`src/rtl/sd_param.sv`:
```
// -----------------------------------------------------------------------------
// sd_param - parametrised serial sequence detector
//
// Purpose:
//   Shifts accepted serial bits into a PAT_W-bit window and compares the window
//   with a pattern latched at start. It flags each match one clock after the
//   sampling edge and counts matches (saturating). It pulses done after SEQ_LEN
//   accepted bits. Matching can be overlapping or non-overlapping. In
//   non-overlapping mode the window fill restarts after a match, so the next
//   match needs PAT_W fresh bits.
//
// Ports:
//   clk          in   1      rising-edge clock
//   rst_n        in   1      asynchronous reset, active low
//   start        in   1      pulse: latch cfg, clear window/counts, enter RUN
//   pattern_cfg  in   PAT_W  target pattern, MSB = oldest bit of the window
//   overlap_en   in   1      1 = overlapping matches, 0 = flush after a match
//   valid_in     in   1      pattern_in valid this cycle (used in RUN only)
//   pattern_in   in   1      serial data bit
//   Dout         out  1      registered match flag for the bit accepted last cycle
//   done         out  1      1-cycle pulse, coincident with the last bit's Dout
//   match_cnt    out  CNT_W  matches in the current/last run, held until start
//
// States:
//   S_IDLE | waiting for start; data inputs ignored
//   S_RUN  | accepting bits, matching, counting
//   S_DONE | one cycle after the SEQ_LEN-th accepted bit; returns to S_IDLE
// -----------------------------------------------------------------------------
module sd_param #(
  parameter int PAT_W   = 4,
  parameter int SEQ_LEN = 14,
  parameter int CNT_W   = 5
) (
  input  logic             clk,
  input  logic             rst_n,
  input  logic             start,
  input  logic [PAT_W-1:0] pattern_cfg,
  input  logic             overlap_en,
  input  logic             valid_in,
  input  logic             pattern_in,
  output logic             Dout,
  output logic             done,
  output logic [CNT_W-1:0] match_cnt
);

  localparam int FILL_W = $clog2(PAT_W + 1);
  localparam int BCNT_W = $clog2(SEQ_LEN + 1);

  localparam logic [FILL_W-1:0] FILL_MAX  = FILL_W'(PAT_W);
  localparam logic [FILL_W-1:0] FILL_PM1  = FILL_W'(PAT_W - 1);
  localparam logic [BCNT_W-1:0] BCNT_LAST = BCNT_W'(SEQ_LEN - 1);

  typedef enum logic [1:0] {
    S_IDLE = 2'd0,
    S_RUN  = 2'd1,
    S_DONE = 2'd2
  } state_t;

  state_t             state_q,  state_d;
  logic [PAT_W-1:0]   pat_q,    pat_d;
  logic               ovl_q,    ovl_d;
  // Only the PAT_W-1 older bits need storing; the newest bit is pattern_in.
  logic [PAT_W-2:0]   win_q,    win_d;
  logic [FILL_W-1:0]  fill_q,   fill_d;
  logic [BCNT_W-1:0]  bcnt_q,   bcnt_d;
  logic [CNT_W-1:0]   cnt_q,    cnt_d;
  logic               dout_q,   dout_d;
  logic               done_q,   done_d;

  logic               accept;
  logic [PAT_W-1:0]   win_new;
  logic               hit;

  always_comb begin
    accept  = (state_q == S_RUN) && valid_in && !start;
    win_new = {win_q, pattern_in};
    // The old fill must already be PAT_W-1 so the new window is all real bits.
    hit     = accept && (fill_q >= FILL_PM1) && (win_new == pat_q);
  end

  always_comb begin
    state_d = state_q;
    pat_d   = pat_q;
    ovl_d   = ovl_q;
    win_d   = win_q;
    fill_d  = fill_q;
    bcnt_d  = bcnt_q;
    cnt_d   = cnt_q;
    dout_d  = 1'b0;
    done_d  = 1'b0;

    if (start) begin
      // A restart from any state abandons the current run silently.
      state_d = S_RUN;
      pat_d   = pattern_cfg;
      ovl_d   = overlap_en;
      win_d   = '0;
      fill_d  = '0;
      bcnt_d  = '0;
      cnt_d   = '0;
    end else begin
      case (state_q)
        S_IDLE: begin
          state_d = S_IDLE;
        end
        S_RUN: begin
          if (accept) begin
            win_d  = win_new[PAT_W-2:0];
            fill_d = (fill_q == FILL_MAX) ? fill_q : fill_q + FILL_W'(1);
            bcnt_d = bcnt_q + BCNT_W'(1);
            if (hit) begin
              dout_d = 1'b1;
              if (cnt_q != {CNT_W{1'b1}}) begin
                cnt_d = cnt_q + CNT_W'(1);
              end
              if (!ovl_q) begin
                fill_d = '0;
              end
            end
            if (bcnt_q == BCNT_LAST) begin
              state_d = S_DONE;
              done_d  = 1'b1;
            end
          end
        end
        S_DONE: begin
          state_d = S_IDLE;
        end
        default: begin
          state_d = S_IDLE;
        end
      endcase
    end
  end

  always_ff @(posedge clk or negedge rst_n) begin
    if (!rst_n) begin
      state_q <= S_IDLE;
      pat_q   <= '0;
      ovl_q   <= 1'b0;
      win_q   <= '0;
      fill_q  <= '0;
      bcnt_q  <= '0;
      cnt_q   <= '0;
      dout_q  <= 1'b0;
      done_q  <= 1'b0;
    end else begin
      state_q <= state_d;
      pat_q   <= pat_d;
      ovl_q   <= ovl_d;
      win_q   <= win_d;
      fill_q  <= fill_d;
      bcnt_q  <= bcnt_d;
      cnt_q   <= cnt_d;
      dout_q  <= dout_d;
      done_q  <= done_d;
    end
  end

  assign Dout      = dout_q;
  assign done      = done_q;
  assign match_cnt = cnt_q;

endmodule

```
`config.mk`:
```
export PLATFORM = sky130hd
export DESIGN_NAME = sd_param
export DESIGN_NICKNAME = d
export VERILOG_FILES = /design/src/rtl/sd_param.sv
export SDC_FILE = /design/constraint.sdc
export NUM_CORES = 1
export LEC_CHECK = 0
export CORE_ASPECT_RATIO = 2
export CORE_MARGIN = 2
export CORE_UTILIZATION = 48
export CTS_CLUSTER_SIZE = 24
export DETAILED_ROUTE_END_ITERATION = 7
export MAX_ROUTING_LAYER = met4
export PLACE_DENSITY = 0.84
export SKIP_LAST_GASP = 1
export SYNTH_ARGS = -nofsm -noshare
export SYNTH_HDL_FRONTEND = slang
export SYNTH_SLANG_ARGS = --single-unit
```
`constraint.sdc`:
```
create_clock -name clk -period 1.95 [get_ports clk]
set_clock_uncertainty 0.2 [all_clocks]
set_input_delay 0.195 -clock clk [delete_from_list [all_inputs] [get_ports clk]]
set_output_delay 0.195 -clock clk [all_outputs]
set_load 0.005 [all_outputs]
```
# Yosys cells after proc, flatten, opt, wreduce, memory -nomap -nowiden

Cells that the tools add are included.

Register bits after elaboration: 24
Output and inout port bits: 7
Logic and storage cells: 61

$add $sub $neg: 3
Order comparisons: 1
Eq/ne operators: 7
Mux-type cells: 29
Reduce and logical (&&, ||, !) cells: 12

Operators by type and width:

| kind                                                               | number |
|---|---|
| 2-to-1 mux 3 bit                                                   | 9 |
| 2-to-1 mux 5 bit                                                   | 5 |
| 2-to-1 mux 4 bit                                                   | 3 |
| 2-to-1 mux 1 bit                                                   | 8 |
| 2-to-1 mux 2 bit                                                   | 4 |
| nonzero test 2 bit                                                 | 4 |
| adder 5 x 1 -> 5 bit (second input constant)                       | 1 |
| != test 5 bit (second input constant)                              | 1 |
| adder 4 x 1 -> 4 bit (second input constant)                       | 1 |
| == test 4 bit                                                      | 1 |
| == test 4 bit (second input constant)                              | 1 |
| logical AND 1 bit                                                  | 4 |
| AND reduction 2 bit                                                | 2 |
| AND reduction 4 bit                                                | 1 |
| adder 3 x 1 -> 3 bit (second input constant)                       | 1 |
| == test 3 bit (second input constant)                              | 1 |
| greater-or-equal comparator 3 x 2 -> 1 bit (second input constant) | 1 |
| != test 3 x 2 -> 1 bit (second input constant)                     | 1 |
| != test 3 bit (second input constant)                              | 1 |
| == test 2 x 1 -> 1 bit (second input constant)                     | 1 |
| logical NOT 1 bit                                                  | 1 |

# Longest topological paths before layout

Gate-level depths: netlist (run 1).

Word-level depth: 9
Mapped depth: 7

# Worst setup path before layout (run 1)

OpenSTA, ideal clock, no wires.

Path kind: register -> register
Start: reg fill_q[0]
End: reg cnt_q[2] (netlist: match_cnt[2])
Setup time: 0.125 ns
Arrival time: 1.683 ns
Data required time: 1.625 ns
Slack: -0.058 ns
Cell stages (with the launch flop): 7
Path buffers: 0
Clock period less this slack: 2.008 ns
Cells stage by stage: dfrtp_1 ha_1 ha_1 a211oi_1 or3_1 nor4_1 mux2_2

Longest elaborated chain between the ends: 5

Ends and longest elaborated chain:

| what                                       | line | text |
|---|---|---|
| start: declaration                         | 64   | `logic [FILL_W-1:0] fill_q, fill_d;` |
| start signal: assignment                   | 152  | `fill_q <= fill_d;` |
| greater-or-equal comparator 3 x 2 -> 1 bit | 78   | `hit = accept && (fill_q >= FILL_PM1) && (win_new == pat_q);` |
| logical AND 1 bit (2 in series)            | 78   |  |
| nonzero test 2 bit (no source line)        | -    |  |
| AND reduction 4 bit (no source line)       | -    |  |
| end signal: assignment                     | 154  | `cnt_q <= cnt_d;` |
| end: declaration                           | 66   | `logic [CNT_W-1:0] cnt_q, cnt_d;` |

Every way passes these cells.
A chain may end at the register's enable or synchronous reset.

# Worst setup path in the final report (run 1)

Start: reg fill_q[1]
End: reg fill_q[0]

Longest elaborated chain between the ends: 7
Elaborated cells between the ends (all ways): 10
Classes of those cells: order compare (1); eq/ne (1); mux (6); reduce/logical (2)

Ends and longest elaborated chain:

| what                                                                               | line    | text |
|---|---|---|
| greater-or-equal comparator 3 x 2 -> 1 bit / == test 3 bit (equally long branches) | 78, 109 |  |
| logical AND 1 bit / 2-to-1 mux 3 bit (equally long branches)                       | 78, 109 |  |
| logical AND 1 bit / 2-to-1 mux 3 bit (equally long branches)                       | 78, 116 |  |
| 2-to-1 mux 3 bit (*)                                                               | 111     | `if (hit) begin` |
| 2-to-1 mux 3 bit (*)                                                               | 107     | `if (accept) begin` |
| 2-to-1 mux 3 bit (*)                                                               | 102     | `case (state_q)` |
| 2-to-1 mux 3 bit (*)                                                               | 92      | `if (start) begin` |

Every way passes the cells marked *; elsewhere a longest branch is shown, timed or not. The select of a mux whose other input is x is not followed.

==> results of run 1 <==
cell type report:
class,count,share of cell area
Clock buffer,3,0.0238
Clock inverter,1,0.0173
Inverter,7,0.0151
Multi-Input combinational cell,82,0.395
Sequential cell,24,0.346
Tap cell,28,0.0202
Timing Repair Buffer,37,0.183
routing by layer:
layer  vias up  GRT usage  part of all wire
li1        490          -                 -
met5         -          -                 0
met4         0      0.166             0.040
met3        14     0.0350             0.023
met1       528      0.228              0.35
met2        28      0.365              0.59
flip-flops by register name, summed over array words and instances (netlist names):
name       count
state_q        2
win_q          3
fill_q         3
pat_q          4
Dout           1
match_cnt      5
ovl_q          1
bcnt_q         4
done           1
critical path: cells and delay by family (launching register included):
family                   cells  cell delay (ns)
AND/OR/NAND/NOR              2             0.70
flip-flops                   1             0.36
AO/OA/AOI/OAI                2             0.27
buffers and inverters        3             0.26
adder cells (fa/ha/maj)      1             0.18
path summary, 6_finish.rpt:
check                           start   endpoint  slack (ns)  cells after the start
setup / recovery            fill_q[1]  fill_q[0]       -0.09                      8
hold / removal                  rst_n  fill_q[2]        0.07                      2
setup reg to reg            fill_q[1]  fill_q[0]       -0.09                      8
hold reg to reg                 ovl_q      ovl_q        0.33                      1
max in group asynchronous       rst_n  fill_q[0]        1.25                      2
min in group clk           pattern_in   win_q[0]        0.32                      3
repair_timing:
item	CTS	global route
pin swaps	4	2
endpoints found under the setup margin	7	8
hold endpoints to repair	0	0
hold buffers	0	0
gates resized for setup	10	5
buffers inserted	1	2
cell usage in the layout, fill, tap and decap left out, drive strengths merged, types with 4 or more instances in the layout:
cell type and n:
nand4 4, ha 7, nor2 10, xor2 4, nand2 7, mux2 7, inv 7, clkdlybuf4s50 16
buf 21, a21oi 10, dfrtp 24
power groups by stage:
stage	combinational, mW	sequential (mW)	clock, mW
after floorplan	0.0733	0.542	0
after CTS	0.158	0.535	0.446
final	0.160	0.535	0.437
after global placement	0.139	0.543	0
after global routing	0.177	0.538	0.463
after detailed placement	0.147	0.545	0
logic make-up (layout without fill, tap and decap cells):
| kind of cell | after synthesis | in the layout | share of synthesized area |
|---|---|---|---|
| simple gates | 43 | 43 | 0.212 |
| fa+ha+maj | 7 | 7 | 0.0703 |
| mux | 7 | 7 | 0.0633 |
| flops | 24 | 24 | 0.482 |
| buf+inv | 10 | 48 | 0.0301 |
| xor+xnor | 7 | 7 | 0.0492 |
| compound gates | 18 | 18 | 0.0934 |
==> results.yml, run 1 <==
final_layout:
  syn_to_final_growth_pct: 39.5
  nets: 172
  postLayoutCellArea_um2: 1740
  layout-drive-gt1-share: 0.318
  multi_input_area_um2: 687
  n_fill_cell: 197
  final_cells: 182
  utilization: 0.694
  final-seq-area_um2: 601
  antenna_cells: 0
yosys:
  yosysTopAreaCellShare: 0.482
  synthTopCellsByArea: "dfrtp_1 (48%), ha_1 (7.0%), mux2_2 (6.3%)"
  yosys_warnings: 0
  yosys.cell_count.top_type: "dfrtp_1"
  syn_area_um2: 1250
  synth_common_cells: "dfrtp_1 (24), a21oi_1 (10), nor2_1 (10)"
  synth_edf_count: 0
  ys_ff_latch: 24
  async_flop_share: 1.00
  syn_avg_cell_area_um2: 10.7
  synth_flop_cell: "dfrtp_1"
  ys_types: 33
  ys_seq_area_frac: 0.482
  synth_nets: 133
  yosysTopAreaCell: "dfrtp_1"
  synthCells: 116
critical_path:
  critPathCaptureType: "flop"
  slowest_delay_ns: 0.56
  crit_arrival_ns: 2.05
  cpMostUsedCell: "buf_4"
  cp_max_fo: 3
  path_class: "flop to flop"
  cp-start-kind: "flop"
  cp_slowest_cell: "or4_2"
  worstPathRequired_ns: 1.96
  crit_chain: "buf_4, buf_4, inv_1, ha_1, and2_4, or4_2, a21oi_2, a221o_1"
global_route:
  grt.overflow.total: 0
  grt_max_degree: 25
  grt_pass1_wl_mm: 4.79
  grt_usage: 0.228
  grt_pass1_vias: 1163
  antenna_found_initial: 0
worst_hold_path:
  hold_class: "input pin to async pin"
drt:
  first_pass_iters: 4
  final_antenna_net_count: 0
  via_per_inst: 5.82
  avgRoutedWirePerCell_um: 15.8
  vias: 1060
  drc: 0
  drt-initial-drc-count: 29
  totalWireLength_mm: 2.87
clock_network:
  cts.clk_slew.worst_paths_ns: 0.08
  cts_sinks: 24
  cts_buffer_depth: 2
  cts_root_buffer: "clkbuf_8"
  cts_tree: "built"
  numCtsBuffers: 3
  cts-htree-levels: 1
  clk_latency_ns: 0.27
sta:
  finalWorstSetupSlack_ns: -0.0914
  max_freq_mhz: 490
  worst_pin_slew_ns: 0.636
  period_share: 1.05
  fin_tns_setup_ns: -0.258
  slew_headroom: 0.573
  rsz0062_at_grt: "yes"
  hold_viol_final: 0
  setup_violations: 4
  fin_crit_ns: 2.04
  whs_ns: 0.0736
  slew_violations: 0
job:
  cap_violations: 0
die:
  core.rowCount: 26
  io_pins: 17
  start_util: 0.498
  die_x_um: 40.0
  die_area_um2: 3040
  coreArea_um2: 2500
  die_y_um: 76.1
place:
  place_hpwl_mm: 2.07
  numPlacedInstances: 175
  port_buffers: 16
  gp_congestion: 0.757
  place_area_um2: 1570
  post-place-ws_ns: -0.240
outcome:
  status: "finished, violations left"
  violations: "negative setup slack"
power:
  p_per_area_nw_per_um2: 652
  intPower_uw: 875
  power_switching_uw: 258
  comb_power_share: 0.142
  swShare: 0.228
  leakage_nw: 0.747
  clkPwrFrac: 0.386
  sequentialPowerShare: 0.473
  ir_drop_mv: 0.509
  p_total_mw: 1.13
No activity file was read; power rests on OpenSTA's default activity.
==> run 2: changes to the inputs <==
--- a/config.mk
+++ b/config.mk
@@ -10,9 +10,11 @@
 export CORE_UTILIZATION = 48
 export CTS_CLUSTER_SIZE = 24
 export DETAILED_ROUTE_END_ITERATION = 7
+export GPL_TIMING_DRIVEN = 0
 export MAX_ROUTING_LAYER = met4
 export PLACE_DENSITY = 0.84
 export SKIP_LAST_GASP = 1
+export SLEW_MARGIN = 20
 export SYNTH_ARGS = -nofsm -noshare
 export SYNTH_HDL_FRONTEND = slang
 export SYNTH_SLANG_ARGS = --single-unit
==> run 2 against run 1 <==
  * The run still ends with negative setup slack left
  * Combinational power shrank 3%
  * Cell area shrank 0.29%
  * First-iteration DRC count grew 28%
  * Clock power is essentially flat
  * Utilization shrank 0.20 points
  * Die area is the same
  * Global-route usage grew 0.52 points
  * Clock-buffer cell count is the same
  * Critical path depth shrank 2
  * Register-to-register slack lost 0.02 ns
  * Critical endpoint is now match_cnt[2]
==> results.yml, run 2 (synthesis results as in run 1) <==
sta:
  slew_headroom: 0.642
  max_freq_mhz: 485
  setup_violations: 4
  finalWorstSetupSlack_ns: -0.113
  rsz0062_at_grt: "yes"
  period_share: 1.06
  worst_pin_slew_ns: 0.537
  hold_viol_final: 0
  fin_crit_ns: 2.06
  fin_tns_setup_ns: -0.211
  slew_violations: 0
  whs_ns: 0.229
die:
  core.rowCount: 26
  die_area_um2: 3040
  die_y_um: 76.1
  coreArea_um2: 2500
  start_util: 0.498
  die_x_um: 40.0
  io_pins: 17
power:
  leakage_nw: 0.716
  p_per_area_nw_per_um2: 652
  ir_drop_mv: 0.509
  swShare: 0.231
  power_switching_uw: 260
  comb_power_share: 0.138
  clkPwrFrac: 0.385
  intPower_uw: 869
  p_total_mw: 1.13
  sequentialPowerShare: 0.477
final_layout:
  multi_input_area_um2: 727
  n_fill_cell: 176
  layout-drive-gt1-share: 0.329
  utilization: 0.692
  nets: 167
  syn_to_final_growth_pct: 39.1
  final_cells: 177
  most-common-layout-cells: "dfrtp_1 (23), clkdlybuf4s50_1 (15), buf_4 (11)"
  final-seq-area_um2: 602
  mostFrequentLayoutCell: "dfrtp_1"
  antenna_cells: 0
  largest_reg_flops: 5
clock_network:
  cts-htree-levels: 1
  cts_buffer_depth: 2
  clk_latency_ns: 0.27
  numCtsBuffers: 3
  cts.clk_slew.worst_paths_ns: 0.08
  cts_tree: "built"
  cts_sinks: 24
  cts_root_buffer: "clkbuf_8"
critical_path:
  critPathCaptureType: "flop"
  cpMostUsedCell: "ha_4"
  cp_max_fo: 3
  crit_chain: "ha_4, ha_4, a211oi_2, or3_4, nor4_4, mux2_4"
  cp_slowest_cell: "dfrtp_1"
  cp_top_family: "simple AND/OR/NAND/NOR gates"
  crit_buf_inv: 0
  crit_arrival_ns: 2.02
  cp-start-kind: "flop"
  path_class: "flop to flop"
  worstPathRequired_ns: 1.91
  slowest_delay_ns: 0.41
place:
  gp_congestion: 0.764
  place_hpwl_mm: 1.91
  port_buffers: 16
  numPlacedInstances: 160
outcome:
  status: "finished, violations left"
  violations: "negative setup slack"
drt:
  vias: 1045
  via_per_inst: 5.90
  totalWireLength_mm: 2.99
  avgRoutedWirePerCell_um: 16.9
  first_pass_iters: 4
  final_antenna_net_count: 0
  drt-initial-drc-count: 37
  drc: 0
global_route:
  grt.overflow.total: 0
  grt_usage: 0.233
  grt_pass1_vias: 1123
  grt_max_degree: 25
  antenna_found_initial: 0
  grt_pass1_wl_mm: 4.82
job:
  cap_violations: 0
worst_hold_path:
  hold_class: "input pin to async pin"
==> run 2: cell types whose count changed in the layout (fill, tap and decap cells not counted), sizes merged <==
cell           change
dlygate4sd3        +1
buf                -8
clkdlybuf4s50      -1
clkbuf             +3
==> run 2: area by class of cell <==
type                            count  share of cell area
Buffer                              3             0.00722
Tap cell                           28              0.0202
Timing Repair Buffer               29               0.149
Multi-Input combinational cell     82               0.419
Clock inverter                      1              0.0173
Sequential cell                    24               0.347
Inverter                            7              0.0152
Clock buffer                        3              0.0238
==> run 2: power by group through the flow <==
stage	registers, mW	clock network [mW]	logic, mW
after floorplan	0.542	0	0.0733
after global placement	0.546	0	0.114
after global routing	0.543	0.462	0.172
final	0.539	0.435	0.156
after detailed placement	0.549	0	0.122
after CTS	0.538	0.440	0.142
==> run 2: worst paths after layout <==
| kind | depth (start not counted) | slack, ns | to | from |
|---|---|---|---|---|
| min reg2reg | 1 | 0.34 | pat_q[0] | pat_q[0] |
| max in group asynchronous | 2 | 0.94 | fill_q[0] | rst_n |
| max reg2reg | 6 | -0.11 | match_cnt[2] | fill_q[1] |
| min | 2 | 0.23 | Dout | rst_n |
| max | 6 | -0.11 | match_cnt[2] | fill_q[1] |
| min in group clk | 1 | 0.34 | pat_q[0] | pat_q[0] |
==> run 2: repair_timing <==
item | 4_1_cts | 5_1_grt
hold buffers | 0 | 1
pin swaps | 8 | 4
gates resized for setup | 17 | 10
hold endpoints to repair | 0 | 24
setup endpoints to repair | 6 | 15
setup buffers | 8 | 4
==> run 2: metrics by stage <==
step                setup WS (ns)  cell area, µm²
finish                     -0.113            1730
global route               -0.141            1730
CTS                       -0.0934            1660
detailed placement         -0.347            1450
global placement           -0.306            1450
floorplan                 -0.0459            1250
==> run 2: routing by layer <==
| metal | part of all wire | track usage |
|---|---|---|
| met4 | 0.051 | 0.179 |
| met1 | 0.35 | 0.250 |
| met3 | 0.046 | 0.0496 |
| met2 | 0.55 | 0.347 |
| met5 | 0 | - |
==> run 2: worst register-to-register path, stage by stage (launching register included) <==
cell      delay, ns
dfrtp_1        0.41
ha_4           0.17
ha_4           0.13
a211oi_2       0.05
or3_4          0.40
nor4_4         0.27
mux2_4         0.33
